## config.mk

```make
export PLATFORM = sky130hd
export DESIGN_NAME = direct_sound_fifo
export DESIGN_NICKNAME = d
export VERILOG_FILES = /design/src/rtl/gba_sound_pkg.sv /design/src/rtl/direct_sound_fifo.sv
export SDC_FILE = /design/constraint.sdc
export NUM_CORES = 1
export LEC_CHECK = 0
export BUFFER_PORTS_ARGS = -buffer_cell sky130_fd_sc_hd__buf_2
export CAP_MARGIN = 20
export CORE_AREA = 2 2 173 175
export CTS_BUF_LIST = sky130_fd_sc_hd__clkbuf_4 sky130_fd_sc_hd__clkbuf_8
export DETAILED_ROUTE_END_ITERATION = 10
export DIE_AREA = 0 0 175 177
export HOLD_SLACK_MARGIN = 0.15
export PLACE_DENSITY_LB_ADDON = 0.25
export REMOVE_ABC_BUFFERS = 1
export SETUP_SLACK_MARGIN = 0.4
export SYNTH_ARGS = -nofsm -noshare
export SYNTH_HDL_FRONTEND = slang
export SYNTH_SLANG_ARGS = --single-unit
```

## constraint.sdc

```tcl
create_clock -name clock -period 11 [get_ports clock]
set_clock_uncertainty 0.15 [all_clocks]
set_input_delay 0 -clock clock [delete_from_list [all_inputs] [get_ports clock]]
set_output_delay 0 -clock clock [all_outputs]
set_load 0.005 [all_outputs]
```

## src/rtl/gba_sound_pkg.sv

```systemverilog
// Shared definitions for the DMA-sound sample path.
// Contents:
//   FIFO_DEPTH   - number of 32-bit entries per channel FIFO
//   FIFO_ADDR_W  - pointer width (log2 of FIFO_DEPTH)
//   fifo_size_t  - type of the fill-level output
//   fifo_mask_t  - decoded half-word select of a FIFO register write
package gba_sound_pkg;

    localparam int FIFO_DEPTH  = 8;
    localparam int FIFO_ADDR_W = 3;

    typedef logic [3:0] fifo_size_t;

    // Encoding matches the raw wr_mask bits so a plain cast decodes it.
    typedef enum logic [1:0] {
        MASK_NONE = 2'b00,
        MASK_LO   = 2'b01,
        MASK_HI   = 2'b10,
        MASK_WORD = 2'b11
    } fifo_mask_t;

endpackage : gba_sound_pkg

```

## src/rtl/direct_sound_fifo.sv

```systemverilog
// Sample FIFO for one DMA-sound channel, feeding direct_sound.
// Ports:
//   clock       in   system clock
//   reset       in   asynchronous active-high reset
//   wr_en       in   register-write strobe, one cycle per access
//   wr_mask     in   half select: 11 word, 01 low half, 10 high half, 00 no-op
//   wr_data     in   write data, low half [15:0], high half [31:16]
//   FIFO_re     in   pop head entry
//   FIFO_clr    in   flush FIFO (highest priority)
//   FIFO_size   out  entries held, 0..DEPTH (registered)
//   FIFO_value  out  head entry, 32'h0 when empty
//   overflow    out  one-cycle pulse: push dropped because FIFO full
//   underflow   out  one-cycle pulse: pop requested while empty
module direct_sound_fifo
    import gba_sound_pkg::*;
#(
    parameter int DEPTH  = FIFO_DEPTH,
    parameter int ADDR_W = FIFO_ADDR_W
) (
    input  logic        clock,
    input  logic        reset,
    input  logic        wr_en,
    input  logic [1:0]  wr_mask,
    input  logic [31:0] wr_data,
    input  logic        FIFO_re,
    input  logic        FIFO_clr,
    output logic [3:0]  FIFO_size,
    output logic [31:0] FIFO_value,
    output logic        overflow,
    output logic        underflow
);

    localparam logic [ADDR_W:0] FULL_COUNT = (ADDR_W + 1)'(DEPTH);

    logic [31:0]     mem_r [DEPTH];
    logic [ADDR_W-1:0] rd_ptr_r;
    logic [ADDR_W-1:0] wr_ptr_r;
    logic [ADDR_W:0] count_r;
    logic [15:0]     lo_latch_r;
    logic            overflow_r;
    logic            underflow_r;

    fifo_mask_t      mask_s;
    logic            push_req_s;
    logic [31:0]     push_data_s;
    logic [15:0]     lo_latch_next_s;
    logic            empty_s;
    logic            full_s;
    logic            pop_ok_s;
    logic            push_ok_s;
    logic [ADDR_W:0] count_next_s;
    logic            overflow_next_s;
    logic            underflow_next_s;

    // Decode the register write into a push request and the next low-half latch value.
    always_comb begin
        mask_s          = fifo_mask_t'(wr_mask);
        push_req_s      = 1'b0;
        push_data_s     = 32'h0;
        lo_latch_next_s = lo_latch_r;
        if (wr_en) begin
            case (mask_s)
                MASK_WORD: begin
                    push_req_s  = 1'b1;
                    push_data_s = wr_data;
                end
                MASK_LO: begin
                    lo_latch_next_s = wr_data[15:0];
                end
                MASK_HI: begin
                    // High-half write completes the pair; the latch is consumed even if the push is dropped.
                    push_req_s      = 1'b1;
                    push_data_s     = {wr_data[31:16], lo_latch_r};
                    lo_latch_next_s = 16'h0;
                end
                MASK_NONE: begin
                    lo_latch_next_s = lo_latch_r;
                end
                default: begin
                    lo_latch_next_s = lo_latch_r;
                end
            endcase
        end else begin
            lo_latch_next_s = lo_latch_r;
        end
    end

    // Arbitrate push/pop against fill level; a pop frees the slot for a same-cycle push when full.
    always_comb begin
        empty_s          = (count_r == {(ADDR_W + 1){1'b0}});
        full_s           = (count_r == FULL_COUNT);
        pop_ok_s         = FIFO_re && !empty_s && !FIFO_clr;
        push_ok_s        = push_req_s && (!full_s || pop_ok_s) && !FIFO_clr;
        overflow_next_s  = push_req_s && full_s && !pop_ok_s && !FIFO_clr;
        underflow_next_s = FIFO_re && empty_s && !FIFO_clr;
        if (push_ok_s && !pop_ok_s) begin
            count_next_s = count_r + {{ADDR_W{1'b0}}, 1'b1};
        end else if (pop_ok_s && !push_ok_s) begin
            count_next_s = count_r - {{ADDR_W{1'b0}}, 1'b1};
        end else begin
            count_next_s = count_r;
        end
    end

    // Storage, pointers, count, latch and status pulses; clear outranks every other update.
    always_ff @(posedge clock or posedge reset) begin
        if (reset) begin
            for (int i = 0; i < DEPTH; i++) begin
                mem_r[i] <= 32'h0;
            end
            rd_ptr_r    <= {ADDR_W{1'b0}};
            wr_ptr_r    <= {ADDR_W{1'b0}};
            count_r     <= {(ADDR_W + 1){1'b0}};
            lo_latch_r  <= 16'h0;
            overflow_r  <= 1'b0;
            underflow_r <= 1'b0;
        end else if (FIFO_clr) begin
            rd_ptr_r    <= {ADDR_W{1'b0}};
            wr_ptr_r    <= {ADDR_W{1'b0}};
            count_r     <= {(ADDR_W + 1){1'b0}};
            lo_latch_r  <= 16'h0;
            overflow_r  <= 1'b0;
            underflow_r <= 1'b0;
        end else begin
            if (push_ok_s) begin
                mem_r[wr_ptr_r] <= push_data_s;
                wr_ptr_r        <= wr_ptr_r + {{(ADDR_W - 1){1'b0}}, 1'b1};
            end
            if (pop_ok_s) begin
                rd_ptr_r <= rd_ptr_r + {{(ADDR_W - 1){1'b0}}, 1'b1};
            end
            count_r     <= count_next_s;
            lo_latch_r  <= lo_latch_next_s;
            overflow_r  <= overflow_next_s;
            underflow_r <= underflow_next_s;
        end
    end

    // Head entry is forced to zero when nothing is held so stale storage never leaks out.
    always_comb begin
        if (count_r != {(ADDR_W + 1){1'b0}}) begin
            FIFO_value = mem_r[rd_ptr_r];
        end else begin
            FIFO_value = 32'h0;
        end
    end

    assign FIFO_size = count_r;
    assign overflow  = overflow_r;
    assign underflow = underflow_r;

endmodule : direct_sound_fifo

```

=== After elaboration in Yosys (flattened, before gate mapping) ===
Cells that the tools add are included.

* Input bits: 39
* Register bits: 284
* Output and inout bits: 38

* Equality and inequality tests: 4
* $lt $le $gt $ge: 3
* Add/sub/neg operators: 4
* Reduce and logical (&&, ||, !) cells: 28
* Bitwise operators: 3
* Muxes and demuxes: 23

{| class="wikitable"
|+ Operators with widths
! cell !! number
|-
| $bwmux 256 || 1
|-
| $mux 32 || 5
|-
| $bmux 32 s3 || 1
|-
| $demux 32 s3 || 1
|-
| $pmux 32 s2 || 1
|-
| $mux 16 || 2
|-
| $pmux 16 s2 || 1
|-
| $logic_and 1x1->1 || 12
|-
| $mux 3 || 4
|-
| $mux 4 || 3
|-
| $ge 4x4->1 const B || 2
|-
| $not 3->4 || 2
|-
| $add 3x1->3 const B || 2
|-
| $reduce_bool 2->1 || 3
|-
| $reduce_bool 3->1 || 2
|-
| $logic_not 1->1 || 5
|-
| $add 4x1->4 const B || 1
|-
| $eq 2x2->1 const B || 2
|-
| $eq 4x4->1 const B || 1
|-
| $logic_not 4->1 || 1
|-
| $lt 4x1->1 const B || 1
|-
| $mux 1 || 4
|-
| $reduce_and 2->1 || 2
|-
| $reduce_bool 4->1 || 1
|-
| 5 further kinds || 5
|}

=== Depth between registers and ports, before layout ===
Gate-level depths: netlist (run 1).

* Depth in word-level cells: 12
* Gate-level depth with buffers: 9
* Mapped depth without buffers: 8

=== Worst setup path after synthesis (run 1) ===
No wires, ideal clock.

* Path type: reg2reg
* Start point: reg count_r[0], in the netlist FIFO_size[0]
* End point: reg count_r[3], in the netlist FIFO_size[3]
* Library setup time: 0.101 ns
* Arrival time: 2.671 ns
* Period minus slack after synthesis: 2.922 ns
* Path buffers: 0
* Stages on the path, launching flop included: 9
* Data required time: 10.749 ns
* Slack: 8.078 ns
* Cells stage by stage: dfrtp_1 > o41ai_1 > o211ai_1 > or2_2 > ha_1 > a21o_1 > a21oi_1 > mux2_2 > o32ai_1

* Word-level cells in the longest chain between the ends: 10

{| class="wikitable"
|+ RTL lines
! element !! line !! text
|-
| from (decl) || direct_sound_fifo.sv:38 || <nowiki>logic [ADDR_W:0] count_r;</nowiki>
|-
| from (signal assigned) || direct_sound_fifo.sv:113 || <nowiki>count_r <= {(ADDR_W + 1){1'b0}};</nowiki>
|-
| from (signal assigned) || direct_sound_fifo.sv:120 || <nowiki>count_r <= {(ADDR_W + 1){1'b0}};</nowiki>
|-
| from (signal assigned) || direct_sound_fifo.sv:132 || <nowiki>count_r <= count_next_s;</nowiki>
|-
| $logic_not 4->1 || direct_sound_fifo.sv:90 || <nowiki>empty_s = (count_r == {(ADDR_W + 1){1'b0}});</nowiki>
|-
| $logic_not 1->1 || direct_sound_fifo.sv:92 || <nowiki>pop_ok_s = FIFO_re && !empty_s && !FIFO_clr;</nowiki>
|-
| $logic_and 1x1->1 (2 in a row) || direct_sound_fifo.sv:92 ||
|-
| $logic_or 1x1->1 || direct_sound_fifo.sv:93 || <nowiki>push_ok_s = push_req_s && (!full_s || pop_ok_s) && !FIFO_clr;</nowiki>
|-
| $logic_and 1x1->1 (2 in a row) || direct_sound_fifo.sv:93 ||
|-
| $logic_and 1x1->1 or $logic_not 1->1 (tied branches) || direct_sound_fifo.sv:96, direct_sound_fifo.sv:98 ||
|-
| $mux 4 or $logic_and 1x1->1 (tied branches) || direct_sound_fifo.sv:96, direct_sound_fifo.sv:98 ||
|-
| $mux 4 or $reduce_bool 3->1 (tied branches) || -- ||
|}

Parallel ways exist; a longest one is shown, timed or not. The select of a mux whose other input is x is not followed.
A chain may end at the register's enable or synchronous reset.

=== Worst setup path after layout (run 1) ===
* Start point: reg rd_ptr_r[0]
* End point: out FIFO_value[5]

* Word-level cells in the longest chain between the ends: 5

{| class="wikitable"
|+ RTL lines
! element !! line !! text
|-
| from (decl) || direct_sound_fifo.sv:36 || <nowiki>logic [ADDR_W-1:0] rd_ptr_r;</nowiki>
|-
| from (signal assigned) || direct_sound_fifo.sv:111 || <nowiki>rd_ptr_r <= {ADDR_W{1'b0}};</nowiki>
|-
| from (signal assigned) || direct_sound_fifo.sv:118 || <nowiki>rd_ptr_r <= {ADDR_W{1'b0}};</nowiki>
|-
| from (signal assigned) || direct_sound_fifo.sv:130 || <nowiki>rd_ptr_r <= rd_ptr_r + {{(ADDR_W - 1){1'b0}}, 1'b1};</nowiki>
|-
| $not 3->4 (not written as such) || direct_sound_fifo.sv:142 || <nowiki>FIFO_value = mem_r[rd_ptr_r];</nowiki>
|-
| $bmux 32 s3 || direct_sound_fifo.sv:142 ||
|-
| $mux 32 (not written as such) (2 in a row) || direct_sound_fifo.sv:142 ||
|-
| $mux 32 || direct_sound_fifo.sv:141 || <nowiki>if (count_r != {(ADDR_W + 1){1'b0}}) begin</nowiki>
|-
| to (decl) || direct_sound_fifo.sv:28 || <nowiki>output logic [31:0] FIFO_value,</nowiki>
|}

No other way between the ends. The select of a mux whose other input is x is not followed.

==> results by group, run 1 <==
GRT
  – Vias in the first global route: between 8000 and 9000
  – First-pass GRT wire length: 48200 um
  – Gr usage total: about a fifth
  – Total grt overflow: 0
  – Largest net degree at the start of global routing: approximately 140
  – Initial antenna violation count: 0

Setup path
  – Cell Chain, Critical Path: buf_4, mux4_2, mux2i_1, nor2_1, buf_2
  – Critical path's top delay family: buffers and inverters
  – Slowest stage cell, crit path: buf_4
  – Flop2flop setup slack: slightly below 8000 ps
  – Startpoint Class: flop
  – Register-to-Register Path Depth: 8
  – CP max FO: 48
  – Crit end category: primary output
  – Critical R2R Launch: FIFO_size[0]$_DFFE_PP0P_
  – Critical Path RT: 10850 ps
  – Reg2reg end: FIFO_size[3]$_DFFE_PP0P_
  – WP buf/inv: 2
  – CP arrival: 3190 ps
  – CP max stage delay: around 840 ps
  – WS Path Type: flop to primary output

Clock tree
  – TritonCTS clock tree: done
  – Depth of the CTS H-tree: 2
  – Clk pin slew, worst setup/hold paths: 60 ps
  – Skew-Pair Late Insertion Delay: 550 ps
  – Num CTS Buffers: 49
  – Clock Tree Buf Depth: 3
  – CTS Sinks: 284
  – Root Driver: clkbuf_8

Synthesis
  – Synth Warn #: 0
  – EDFF count, synth: 0
  – Synth async-reset ratio: 100%
  – Seq cells post-synth: between 200 and 300
  – Mapped cell area: between 10000 and 15000 um^2
  – Netlist cell types: 41
  – Ys flop type: dfrtp_1
  – Syn_area_per_cell: roughly 13 um^2
  – Register area share after synthesis: a little under three fifths
  – Gate Count Post-Synth: between 900 and 1000

Placed design
  – Post-Place Setup Slack: ~7800 ps
  – Post-detail-place hpwl: about 15000 um
  – GP Congestion: around 0.7
  – Number of port buffers: between 70 and 80

Pwr
  – Switch share: around 27%
  – Psw: roughly 740 uW
  – Clock share of power: between 30% and 40%
  – Int Pwr: between 2000 and 2500 uW
  – Leak: ~0.007 uW
  – Power Density: 176 nW/um^2
  – Worst vdd ir: around 0.071 mV
  – Reg power frac: a little over two fifths
  – Power, Total: 2750 uW
  – Comb pwr share: a little under a fifth

Layout
  – Layout net count: roughly 1200
  – Ratio of cells with drive above 1 in the final layout: 33.5%
  – Commonest non-fill, non-tap cell in the layout: dfrtp_1
  – Most frequent cells in the layout: dfrtp_1, nand2_1, mux2_2
  – FF+latch area: 7110 um^2
  – Fillers: 2546
  – Area growth syn-to-layout: 21.2%
  – Multi-input logic area: 5470 um^2
  – Antenna cells: 0

Timing
  – Final Cycle Share: a little over 30%
  – Slew HR: 32.1%
  – Final hold violations: 0
  – Min cycle time layout: 3340 ps
  – Worst hold margin: approximately 170 ps
  – Slew of the pin with the lowest slew margin: between 1000 and 1500 ps
  – Final setup margin: roughly 7700 ps
  – Final Max Slew Viols: 0
  – Unrepaired setup endpoints after global routing: no
  – Max frequency: 299 MHz
  – Setup Viol. Count Final: 0
  – TNS Setup: 0 ps

Routing
  – Vias per cell: around 5.2
  – Via count: 8212
  – DRT antenna net count: 0
  – Initial drt markers: around 430
  – Routed WL: roughly 29000 um
  – # DRC: 0
  – DR WL/cell: 18.7 um
  – Drt pass-1 iters: 4

Hold path
  – Hold_sp: wr_data[30]
  – WHS Path Cells: 3
  – Min-delay worst type: primary input to flop
  – Worst Hold End: mem_r[94]$_DFFE_PP0P_

Floorplan
  – Core box area: approximately 29000 um^2
  – Die height: between 150 and 200 um
  – Starting Density: 44.0%
  – I/O pins: between 70 and 80
  – Die width: roughly 180 um
  – Num rows: between 60 and 70
  – Full die area: roughly 31000 um^2

Status
  – Outcome: complete, no violations

Run
  – MaxCap Viol Count: 0
sequential cells by signal, indices dropped and copies added (netlist names):
name        cells
wr_ptr_r        3
FIFO_size       4
underflow       1
rd_ptr_r        3
mem_r         256
lo_latch_r     16
overflow        1
repair_timing:
| action | CTS | global route |
|---|---|---|
| gates resized for setup | 0 | 0 |
| endpoints found under the hold margin | 425 | 0 |
| hold buffers | 89 | 0 |
| buffers inserted | 0 | 0 |
area by class of cell:
type                       instances  area share [%]
inverter                           4           0.144
multi-input combinational        627            35.1
tap                              390            3.13
timing repair buffer             182            9.00
sequential                       284            45.6
clock inverter                     3           0.112
clock buffer                      85            6.86
how the worst max path moves through the flow:
stage                                 start                        to  cells past startpoint
floorplan                             reset  FIFO_size[0]$_DFFE_PP0P_                      1
global route        rd_ptr_r[0]$_DFFE_PP0P_            FIFO_value[11]                      5
global placement                   FIFO_clr  FIFO_size[3]$_DFFE_PP0P_                      9
CTS                 rd_ptr_r[0]$_DFFE_PP0P_            FIFO_value[11]                      5
finish              rd_ptr_r[0]$_DFFE_PP0P_             FIFO_value[5]                      5
detailed placement                 FIFO_clr  FIFO_size[3]$_DFFE_PP0P_                      9
synth_stat cells, types with 3 or more instances:
| cell type | count | area share (%) |
|---|---|---|
| a21oi_1 | 3 | 0.12 |
| buf_2 | 25 | 0.97 |
| inv_1 | 4 | 0.12 |
| mux4_2 | 64 | 11 |
| buf_4 | 15 | 0.88 |
| nor2b_1 | 3 | 0.15 |
| mux2i_1 | 33 | 2.6 |
| nand2_1 | 149 | 4.3 |
| mux2_2 | 135 | 12 |
| o21ai_1 | 5 | 0.19 |
| o211ai_1 | 3 | 0.18 |
| clkbuf_1 | 27 | 0.79 |
| ha_1 | 4 | 0.39 |
| o21ai_0 | 124 | 4.8 |
| nor2_1 | 42 | 1.2 |
| mux2_1 | 13 | 1.1 |
| dfrtp_1 | 284 | 55 |
| buf_1 | 4 | 0.12 |
| a22o_1 | 16 | 1.1 |
| o211ai_2 | 3 | 0.29 |
| o2111ai_2 | 3 | 0.35 |
| xor2_1 | 5 | 0.34 |
per-stage QoR:
stage	std cells	utilization [%]	area [um^2]
finish	1575	53.3	15600
global route	1575	53.3	15600
CTS	1574	53.3	15600
detailed placement	1397	46.5	13600
global placement	1397	46.5	13600
floorplan	915	-	12500
tightest hold or removal path: cells and delay by family:
kind | cells | cell delay, ps
buffers and inverters | 2 | 680
muxes | 1 | 160
power by group through the flow:
stage	registers, uW	logic, uW	clock network [uW]
6_report	1200	529	1020
3_5_place_dp	1220	516	0
4_1_cts	1200	541	1050
3_3_place_gp	1210	512	0
2_1_floorplan	1230	321	0
5_1_grt	1210	586	1100
cell families (layout without fill, tap and decap cells):
family	count (synthesis)	in the layout	synth area share [%]
simple gates	207	207	6.49
compound gates	163	163	7.52
fa+ha+maj	5	5	0.545
xor+xnor	7	7	0.477
flops	284	284	55.3
mux	245	245	26.7
buf+inv	76	274	2.96
per-layer routing:
metal / GRT usage, % / share of wire (%) / wire length [um]
met1: 28.1 / 45 / 13400
met2: 32.9 / 48 / 14000
met3: 3.07 / 5.5 / 1610
met4: 4.76 / 1.5 / 454
met5: 0 / 0 / 0
No activity file was read; power rests on OpenSTA's default activity.
==> run 2: changes to the inputs <==
==> constraint.sdc (replaced) <==
create_clock -name clock -period 3.5 [get_ports clock]
set_clock_uncertainty 0.15 [all_clocks]
set_input_delay 0 -clock clock [delete_from_list [all_inputs] [get_ports clock]]
set_output_delay 0 -clock clock [all_outputs]
set_load 0.005 [all_outputs]
==> results by group, run 2 (same netlist as run 1, synthesis figures left out) <==
Layout
  – Area growth syn-to-layout: 21.4%
  – Reg with most FFs: mem_r
  – Fin area: 15600 um^2 (+0.14%)
  – Antenna cells: 0 (unchanged)
  – Largest register FFs: 256 (unchanged)
  – Ratio of cells with drive above 1 in the final layout: 34.1% (+0.62 points)
  – Fin util: 53.4% (+0.077 points)
  – Layout net count: 1196 (+0.34%)
  – Most frequent cells in the layout: dfrtp_1, nand2_1, mux2_2
  – Commonest non-fill, non-tap cell in the layout: dfrtp_1

Setup path
  – Critical path origin: FIFO_size[0]$_DFFE_PP0P_
  – CP arrival: 3270 ps (+80 ps)
  – Critical R2R Launch: FIFO_size[0]$_DFFE_PP0P_
  – Reg2reg end: FIFO_size[3]$_DFFE_PP0P_
  – Startpoint Class: flop
  – Critical Path RT: 3800 ps (-7050 ps)
  – Worst Setup EP: FIFO_size[3]$_DFFE_PP0P_
  – Cell Chain, Critical Path: or4b_4, o211ai_1, or2_2, ha_1, a21o_1, a21oi_2, mux2_2, o32ai_1
  – Crit end category: flop
  – CP max FO: 8 (-83%)
  – WS Path Type: flop to flop
  – Flop2flop setup slack: 530 ps (-7270 ps)
  – Slowest stage cell, crit path: or4b_4
  – Register-to-Register Path Depth: 8 (unchanged)
  – CP max stage delay: 580 ps (-260 ps)

Routing
  – Routed WL: 29300 um (-0.36%)
  – DR WL/cell: 18.7 um (-0.11%)
  – DRT antenna net count: 0 (unchanged)
  – Vias per cell: 5.25 (+0.62%)
  – Via count: 8242 (+0.37%)
  – Initial drt markers: 470 (+9.8%)
  – # DRC: 0 (unchanged)
  – Drt pass-1 iters: 4 (unchanged)

Timing
  – Final hold violations: 0 (unchanged)
  – Unrepaired setup endpoints after global routing: yes
  – Final Cycle Share: a little over four fifths
  – Slew of the pin with the lowest slew margin: 935 ps (-83.4 ps)
  – Final Max Slew Viols: 0 (unchanged)
  – Min cycle time layout: 2970 ps
  – Setup Viol. Count Final: 0 (unchanged)
  – Max frequency: about 340 MHz
  – Slew HR: 37.7% (+5.6 points)

Clock tree
  – Skew-Pair Late Insertion Delay: 560 ps (about the same)
  – CTS Sinks: 284 (unchanged)
  – Depth of the CTS H-tree: 2 (unchanged)
  – Clock Tree Buf Depth: 3 (unchanged)
  – Clk pin slew, worst setup/hold paths: 60 ps (about the same)
  – TritonCTS clock tree: done
  – Num CTS Buffers: 48 (-2.0%)
  – Root Driver: clkbuf_8

Placed design
  – GP Congestion: 0.745 (+3.4%)
  – Post-detail-place hpwl: 16700 um (+8.8%)
  – Number of port buffers: 76 (unchanged)
  – Placed cell area: 13800 um^2 (+1.3%)

Floorplan
  – I/O pins: 77 (unchanged)
  – Num rows: 63 (unchanged)
  – Die height: 177 um (unchanged)
  – Full die area: 31000 um^2 (unchanged)
  – Starting Density: 44.0% (unchanged)
  – Core box area: 29200 um^2 (unchanged)
  – Die width: 175 um (unchanged)

Status
  – Outcome: complete, no violations

GRT
  – Initial antenna violation count: 0 (unchanged)
  – Largest net degree at the start of global routing: 103 (-28%)
  – Gr usage total: 19.5% (-0.41 points)
  – Total grt overflow: 0 (unchanged)
  – First-pass GRT wire length: 47400 um (-1.6%)
  – Vias in the first global route: 8625 (-1.5%)

Hold path
  – Min-delay worst type: primary input to flop

Pwr
  – Power, Total: 8490 uW (+210%)
  – Power Density: 544 nW/um^2 (+210%)
  – Leak: 0.00714 uW (+0.25%)
  – Worst vdd ir: 0.295 mV (+320%)

Run
  – MaxCap Viol Count: 0 (unchanged)
run 2: worst min-delay path by stage:
stage / start / endpoint / slack (ps) / cells after the start
floorplan: FIFO_clr / rd_ptr_r[1]$_DFFE_PP0P_ / -90 / 1
global placement: reset / lo_latch_r[6]$_DFFE_PP0P_ / 60 / 2
detailed placement: reset / lo_latch_r[4]$_DFFE_PP0P_ / 50 / 2
CTS: wr_data[23] / mem_r[87]$_DFFE_PP0P_ / 150 / 3
global route: wr_data[26] / mem_r[218]$_DFFE_PP0P_ / 180 / 3
finish: wr_data[30] / mem_r[222]$_DFFE_PP0P_ / 170 / 3
run 2: repair_timing:
| item | CTS | global route |
|---|---|---|
| hold endpoints to repair | 568 | 0 |
| setup endpoints to repair | 1 | 6 |
| hold buffers | 81 | 0 |
| buffers inserted | 0 | 2 |
| resized for setup | 2 | 1 |
| pin swaps | 0 | 1 |
run 2: metrics by stage:
stage / setup slack (ps) / hold slack [ps] / TNS, ps / cells
after floorplan: -4490 / -86.9 / -1284350 / 915
after global placement: 387 / 55.7 / 0 / 1409
after detailed placement: 165 / 46.9 / 0 / 1409
after CTS: 428 / 151 / 0 / 1569
after global routing: 369 / 183 / 0 / 1571
final: 528 / 174 / 0 / 1571
run 2: per-layer routing:
layer | global-route usage [%] | share of wire [%]
met1 | 28.2 | 48
met2 | 31.0 | 46
met3 | 3.07 | 3.9
met4 | 5.28 | 1.7
met5 | 0 | 0
run 2: power breakdown:
group	switching (uW)	total [uW]	internal, uW
sequential	223	3790	3570
clock	1280	3000	1720
combinational	816	1700	886
total	2320	8490	6170
run 2: layout make-up:
cell class	instances	area (um^2)
Multi-Input combinational cell	627	5500
Fill cell	2541	13600
Tap cell	390	488
Timing Repair Buffer	187	1520
Clock inverter	3	15.0
Inverter	4	22.5
Clock buffer	76	958
Sequential cell	284	7110
run 2: critical path: cells and delay by family (launching register included):
family | cells | cell delay (ps)
multiplexers | 1 | 350
AO/OA/AOI/OAI | 4 | 880
flip-flops | 1 | 480
AND/OR/NAND/NOR | 2 | 760
adder cells (fa/ha/maj) | 1 | 230
